[src/rtl/cordic_vectoring_engine.sv]
// cordic_vectoring_engine
// Sequential CORDIC vectoring engine: turns a Cartesian vector (x, y) into a
// magnitude and an atan2 angle.
// It performs one circular-mode micro-rotation per clock. The rotation
// direction comes from the sign of the running y.
//
// Optional build macro:
//   GAIN_COMP_EN - adds a one-cycle GAIN state that scales the magnitude by
//                  about 1/K (0.607422), so mag_out approximates |v|.
//
// Ports:
//   clk        in   system clock
//   rst_n      in   asynchronous active-low reset
//   in_valid   in   input vector valid
//   in_ready   out  engine idle and able to accept a vector
//   x_in       in   signed x, Q2.14
//   y_in       in   signed y, Q2.14
//   out_valid  out  result valid (held until out_ready)
//   out_ready  in   consumer accepts the result
//   mag_out    out  signed magnitude, Q2.14
//   angle_out  out  signed angle, binary radians (LSB = pi/32768)
module cordic_vectoring_engine #(
  parameter int FIXED_WIDTH = 16,
  parameter int ITERATIONS  = 9
) (
  input  logic                          clk,
  input  logic                          rst_n,
  input  logic                          in_valid,
  output logic                          in_ready,
  input  logic signed [FIXED_WIDTH-1:0] x_in,
  input  logic signed [FIXED_WIDTH-1:0] y_in,
  output logic                          out_valid,
  input  logic                          out_ready,
  output logic signed [FIXED_WIDTH-1:0] mag_out,
  output logic signed [FIXED_WIDTH-1:0] angle_out
);

  typedef enum logic [1:0] {IDLE, ITER, GAIN, DONE} state_t;

  state_t                        state;
  logic [3:0]                    iter_cnt;
  logic signed [FIXED_WIDTH-1:0] x_reg;
  logic signed [FIXED_WIDTH-1:0] y_reg;
  logic signed [FIXED_WIDTH-1:0] z_reg;
  logic                          zero_flag;

  logic signed [FIXED_WIDTH-1:0] x_shift;
  logic signed [FIXED_WIDTH-1:0] y_shift;
  logic signed [FIXED_WIDTH-1:0] delta_z;
  logic signed [FIXED_WIDTH-1:0] x_next;
  logic signed [FIXED_WIDTH-1:0] y_next;
  logic signed [FIXED_WIDTH-1:0] z_next;
  logic                          last_iter;

  // Arctangent table, atan(2^-i) in binary radians (pi/32768 per LSB)
  function automatic logic signed [FIXED_WIDTH-1:0] atan_lut(input logic [3:0] idx);
    case (idx)
      4'd0:    atan_lut = 16'sd8192;
      4'd1:    atan_lut = 16'sd4836;
      4'd2:    atan_lut = 16'sd2555;
      4'd3:    atan_lut = 16'sd1297;
      4'd4:    atan_lut = 16'sd651;
      4'd5:    atan_lut = 16'sd326;
      4'd6:    atan_lut = 16'sd163;
      4'd7:    atan_lut = 16'sd81;
      4'd8:    atan_lut = 16'sd41;
      4'd9:    atan_lut = 16'sd20;
      4'd10:   atan_lut = 16'sd10;
      4'd11:   atan_lut = 16'sd5;
      4'd12:   atan_lut = 16'sd3;
      4'd13:   atan_lut = 16'sd1;
      default: atan_lut = 16'sd0;
    endcase
  endfunction

  assign in_ready  = (state == IDLE);
  assign last_iter = (iter_cnt == 4'(ITERATIONS - 1));
  assign x_shift   = x_reg >>> iter_cnt;
  assign y_shift   = y_reg >>> iter_cnt;
  assign delta_z   = atan_lut(iter_cnt);

  // One circular micro-rotation. A negative y rotates counter-clockwise to
  // drive y toward zero, while z accumulates the angle already rotated through.
  always_comb begin
    x_next = x_reg;
    y_next = y_reg;
    z_next = z_reg;
    if (y_reg[FIXED_WIDTH-1]) begin
      x_next = x_reg - y_shift;
      y_next = y_reg + x_shift;
      z_next = z_reg - delta_z;
    end else begin
      x_next = x_reg + y_shift;
      y_next = y_reg - x_shift;
      z_next = z_reg + delta_z;
    end
  end

`ifdef GAIN_COMP_EN
  logic signed [FIXED_WIDTH-1:0] gain_x;

  // Shift-add approximation of 1/K: 1/2 + 1/8 - 1/64 - 1/512 = 0.607422
  assign gain_x = (x_reg >>> 1) + (x_reg >>> 3) - (x_reg >>> 6) - (x_reg >>> 9);
`endif

  // Control FSM and datapath registers. Vectors with x < 0 are pre-rotated
  // by +/-90 degrees into the right half-plane, because the iterations only
  // converge within about +/-99 degrees. The results are loaded into the
  // output registers on the transition into DONE and are held there until
  // the handshake completes.
  always_ff @(posedge clk or negedge rst_n) begin
    if (!rst_n) begin
      state     <= IDLE;
      iter_cnt  <= '0;
      x_reg     <= '0;
      y_reg     <= '0;
      z_reg     <= '0;
      zero_flag <= 1'b0;
      out_valid <= 1'b0;
      mag_out   <= '0;
      angle_out <= '0;
    end else begin
      case (state)
        IDLE: begin
          if (in_valid) begin
            iter_cnt  <= '0;
            zero_flag <= (x_in == '0) && (y_in == '0);
            if (!x_in[FIXED_WIDTH-1]) begin
              x_reg <= x_in;
              y_reg <= y_in;
              z_reg <= '0;
            end else if (!y_in[FIXED_WIDTH-1]) begin
              x_reg <= y_in;
              y_reg <= -x_in;
              z_reg <= 16'sd16384;
            end else begin
              x_reg <= -y_in;
              y_reg <= x_in;
              z_reg <= -16'sd16384;
            end
            state <= ITER;
          end
        end
        ITER: begin
          x_reg    <= x_next;
          y_reg    <= y_next;
          z_reg    <= z_next;
          iter_cnt <= iter_cnt + 4'd1;
          if (last_iter) begin
`ifdef GAIN_COMP_EN
            state <= GAIN;
`else
            state     <= DONE;
            out_valid <= 1'b1;
            mag_out   <= zero_flag ? '0 : x_next;
            angle_out <= zero_flag ? '0 : z_next;
`endif
          end
        end
`ifdef GAIN_COMP_EN
        GAIN: begin
          x_reg     <= gain_x;
          state     <= DONE;
          out_valid <= 1'b1;
          mag_out   <= zero_flag ? '0 : gain_x;
          angle_out <= zero_flag ? '0 : z_reg;
        end
`endif
        DONE: begin
          if (out_ready) begin
            out_valid <= 1'b0;
            state     <= IDLE;
          end
        end
        default: begin
          state     <= IDLE;
          out_valid <= 1'b0;
        end
      endcase
    end
  end

endmodule
[config.mk]
export PLATFORM = sky130hd
export DESIGN_NAME = cordic_vectoring_engine
export DESIGN_NICKNAME = d
export VERILOG_FILES = /design/src/rtl/cordic_vectoring_engine.sv
export SDC_FILE = /design/constraint.sdc
export NUM_CORES = 1
export LEC_CHECK = 0
export ABC_AREA = 0
export ABC_CLOCK_PERIOD_IN_PS = 6100
export CORE_ASPECT_RATIO = 0.7
export CORE_MARGIN = 4
export CORE_UTILIZATION = 61
export CTS_CLUSTER_DIAMETER = 150
export DETAILED_ROUTE_END_ITERATION = 10
export PLACE_DENSITY_LB_ADDON = 0.05
export SLEW_MARGIN = 5
export SYNTH_ARGS = -nofsm -noshare
export SYNTH_HDL_FRONTEND = slang
export SYNTH_SLANG_ARGS = --single-unit
[constraint.sdc]
create_clock -name clk -period 6.1 [get_ports clk]
set_input_delay 0.915 -clock clk [delete_from_list [all_inputs] [get_ports clk]]
set_output_delay 0.915 -clock clk [all_outputs]
set_load 0.03 [all_outputs]
---- After elaboration in Yosys (flattened, before gate mapping) ----
Memory sizes are Yosys's and may differ from the RTL's.
Index checks and enable logic that the tools add are counted.
operators by class
  add/subtract/negate cells ............... 9
  equal/unequal tests ..................... 6
  shifts and indexed selects .............. 2
  mux-type cells .......................... 26
  bitwise gates (word level) .............. 1
  reductions and logical operators ........ 10
operator list
  kind                                           number
  two-way mux 16 bit                             14
  case mux 16 bit (2 select lines)               3
  adder 16 bit                                   3
  subtractor 16 bit                              3
  logical NOT 16 bit                             2
  negation 16 bit                                2
  >>> shifter 16 x 4 -> 16 bit                   2
  case mux 4 bit (2 select lines)                1
  two-way mux 2 bit                              3
  inequality test 2 bit, second input constant   3
  case mux 2 bit (3 select lines)                1
  AND reduction 2 bit                            3
  AND reduction 3 bit                            2
  adder 4 x 1 -> 4 bit, second input constant    1
  == test 4 bit, second input constant           1
  two-way mux 4 bit                              1
  case mux 1 bit (3 select lines)                1
  == test 2 x 1 -> 1 bit, second input constant  1
  == test 2 bit, second input constant           1
  logical NOT 2 bit                              1
  two-way mux 1 bit                              2
  nonzero test 2 bit                             1
  logical AND 1 bit                              1
  inverter 1 bit                                 1
word-level totals
  register bits after elaboration ......... 88
  memory bits (read-only) ................. 224
  input port bits ......................... 36
  output and inout bits ................... 34
  word-level logic and storage cells ...... 64
  memories ................................ 1
memories
  memory           words  bits a word  rd ports  clocked after memory_dff  wr ports  line  RTL
  (no name shown)  16     14           1         0                         0         57    case (idx)

---- Longest topological paths before layout ----
  depth in word-level cells ............... 5
  depth in mapped cells ................... 24
  gate-level depth less buffers ........... 21

---- Least setup slack after synthesis ----
No wires, ideal clock.
  path type ............................... reg-to-reg
  start point ............................. register iter_cnt[3]
  end point ............................... register mag_out[15]
  data arrival time ....................... 4.602 ns
  required time ........................... 6.004 ns
  setup slack ............................. 1.403 ns
  stages on the path, launching flop included .. 24
  buffers on the path ..................... 6
  clock period less this slack ............ 4.697 ns
  path through ............................ dfrtp_1 buf_2 clkbuf_1 buf_2 clkbuf_1 clkbuf_1 clkbuf_1 nand2_1 o21ai_0 ha_1 and3_1 nor3_1 a21oi_1 o22ai_1 ha_1 or3_1 nor2_1 inv_1 o311ai_1 o21ai_0 o41ai_1 xor2_1 xnor2_1 o31ai_1
between the ends
  cells in the longest elaborated chain, start to end .. 4
  elaborated cells on any way between the ends .. 7
  classes of those cells .................. add/sub (2); eq/ne (1); shift (1); mux (2); reduce/logical (1)
RTL lines
  what                                               line    RTL
  from (decl)                                        41      logic [3:0] iter_cnt;
  from (signal assigned)                             148     iter_cnt <= iter_cnt + 4'd1;
  >>> shifter 16 x 4 -> 16 bit                       79      assign y_shift = y_reg >>> iter_cnt;
  adder 16 bit or subtractor 16 bit (tied branches)  93, 89
  two-way mux 16 bit                                 88      if (y_reg[FIXED_WIDTH-1]) begin
  two-way mux 16 bit                                 155     mag_out <= zero_flag ? '0 : x_next;
  to (signal assigned)                               155
  to (decl)                                          34      output logic signed [FIXED_WIDTH-1:0] mag_out,
Parallel ways exist; a longest one is shown, timed or not.
A chain may end at the register's enable or synchronous reset.

---- Final worst setup path ----
  start point ............................. register iter_cnt[0]
  end point ............................... register mag_out[15]
Same word-level chain as after synthesis.

==> impl_results.md <==
- Detailed-router iteration count before antenna repair: 6
- Slew Limit Fails: 0
- Antenna-violating nets left: 0
- Hold buffers post-CTS: 0
- Syn nets: 1,219
- Final setup TNS: 0 ps
- CP arrival: 5760 ps
- Vias per cell: 6.57
- Avg Inst Size Synth: 8.27 µm²
- R2R depth: 19
- I/O Pins: 70
- Yosys top cell by area: dfrtp_1
- CTS resizes: 0
- Critical path peak fanout: 23
- Max frequency: 182 MHz
- Final nets: 1,243
- Outcome: finished, final reports clean
- Number of distinct library cells after synthesis: 78
- Clock sink total: 88
- Slew margin rel.: 0.261
- Core area: 0.0148 mm²
- Synth Area in Simple Gates: 0.166
- Initial DRC count: 1,063
- EDFF count, synth: 0
- Vias in the first global route: 8,045
- Fin Clk Skew: 10.8 ps
- Worst setup EP type: flop
- Synth Cell Area: 0.00927 mm²
- N_diodes: 0
- Post-CTS Repair Setup Buffers: 0
- Global route total overflow: 0
- Clk slew on worst S/H paths: 70 ps
- Syn. warnings: 0
- Crit Path Class: flop to flop
- Post-synthesis sequential area ratio: 0.238
- Hold path depth: 2
- Yosys top cell area share: 0.238
- Worst endpoint required time: 6370 ps
- GRT Overall Usage: 0.323
- RSZ-0062 raised after global routing: no
- Synth area leaders: dfrtp_1, ha_1, a21oi_1
- Post-DR wirelength/cell: 20.7 µm
- Startpoint types: flop
- Buffers on Ports: 69
- TritonCTS clock tree: done
- Row cnt: 37
- Initial core utilization: 0.628
- Share of layout cells above drive strength 1: 0.0670
- Total die area: 0.0173 mm²
- Hold WC Path Type: flop to flop
- GPL Wtd Cong: 0.965
- Vias: 8,841
- Total of max-cap violations: 0
- Synth Area in Adders: 0.0861
- Post-synth top flop: dfrtp_1
- CTS Buffer Depth: 2
- Initial antenna violation count: 0
- DRC: 0
- Largest net degree at the start of global routing: 65
- #FFs+latches synth: 88
- Synth Area in XOR/XNOR: 0.0851
- P&R area growth vs syn: 11.2%
- Post-synthesis compound-gate area fraction: 0.260
- Die Span X: 155 µm
- Syn Inst Count: 1,121
- H-tree levels: 3
- TritonCTS Buffers: 9
- Routed wire length: 27,800 µm
- Mux share of post-synthesis cell area: 0.116
- Final hold viol count: 0
- Fin crit share: 0.900
- Largest family of logic cells by synthesized area: compound AO/OA/AOI/OAI gates
- Skew-Pair Late Insertion Delay: 360 ps
- Asr flop ratio synth: 1.00
- First-pass GRT wire length: 45,000 µm
- Post-layout min period: 5490 ps
- Worst-Margin Slew: 1110 ps
- HPWL Detailed: 20,500 µm
- Die H: 111 µm
- Clk root buf: clkbuf_16
- Setup Viol. Count Final: 0
-- Yosys cell counts, drive strengths merged (10+ instances only) --
master  number
o31ai       21
mux2        13
nand3       13
clkbuf      50
o22ai       11
ha          59
a22o        35
nor2       115
a211oi      24
a31oi       20
mux4        27
o21a        13
nand2      108
xor2        37
nor3        26
o21ai       86
dfrtp       88
o211ai      10
inv         31
and3        11
xnor2       53
nor2b       17
a21o        15
buf         22
mux2i       29
a21oi       96
-- cells in the final DEF, fill, tap and decap left out, types with 10 or more instances in the layout --
cell type and instances:
nor2_1 114, nand2_1 108, a21oi_1 95, dfrtp_1 87, o21ai_0 75, clkdlybuf4s50_1 67, ha_1 59, xnor2_1 53
xor2_1 37, a22o_1 35, mux2i_1 29, inv_1 28, nor3_1 26, a211oi_1 24, o31ai_1 21, a31oi_1 20
mux4_2 18, nor2b_1 17, buf_4 17, a21o_1 15, o21a_1 13, nand3_1 12, and3_1 11, o22ai_1 11
o211ai_1 10
-- cells by family after synthesis --
kind of cell	after synthesis
buffers and inverters	104
muxes	69
DFF	88
and+or+nand+nor	336
xor gates and xnor gates	90
AOI/OAI and AO/OA	372
adders and majority gates	62
-- cell type report --
class	count	area, µm²
clock inverters	7	73.8
multi-input cells	929	6630
repair buffers	85	803
clock buffers	9	225
fillers	1231	4460
flip-flops and latches	88	2200
well taps	195	244
inverters	32	120
-- worst paths after layout --
kind                                           from                         to  slack [ps]
max                         iter_cnt[0]$_DFFE_PN0P_    mag_out[15]$_DFFE_PN0P_         610
min                        angle_out[1]$_DFFE_PN0P_   angle_out[1]$_DFFE_PN0P_         490
max reg2reg                 iter_cnt[0]$_DFFE_PN0P_    mag_out[15]$_DFFE_PN0P_         610
min reg2reg                angle_out[1]$_DFFE_PN0P_   angle_out[1]$_DFFE_PN0P_         490
max in group asynchronous                     rst_n       x_reg[8]$_DFFE_PN0P_        4510
min in group asynchronous                     rst_n  angle_out[10]$_DFFE_PN0P_         500
-- stage by stage --
step	area (µm²)	utilization	setup slack, ps	instances	hold slack (ps)
floorplan	9270	-	1400	1121	456
global placement	10000	0.677	850	1329	468
detailed placement	10000	0.677	704	1329	474
CTS	10300	0.698	686	1345	497
global route	10300	0.698	219	1345	516
finish	10300	0.698	609	1345	495
-- routing by layer --
layer / global-route usage / up-vias / part of all wire
met5: 0 / - / 0
met2: 0.419 / 494 / 0.39
met3: 0.101 / 31 / 0.13
met4: 0.0542 / 0 / 0.011
met1: 0.523 / 4130 / 0.47
li1: - / 4186 / -
-- worst max-delay path, cell delays in order, from the launching register on --
cell and delay (ps):
dfrtp_2 700, buf_4 420, mux4_1 600, mux2_2 280, o21ai_0 270, ha_1 350
and3_1 220, nor3_1 50, a21oi_1 130, o22ai_1 90, ha_1 240, or3_1 440
nor2_1 140, inv_1 50, o311ai_1 290, o21ai_0 190, o41ai_1 330, xor2_1 290
xnor2_1 100, o31ai_1 210
Power is left out: the tool's default activity adds up to more than one toggle a clock period on the data nets, which glitch-free logic cannot reach.
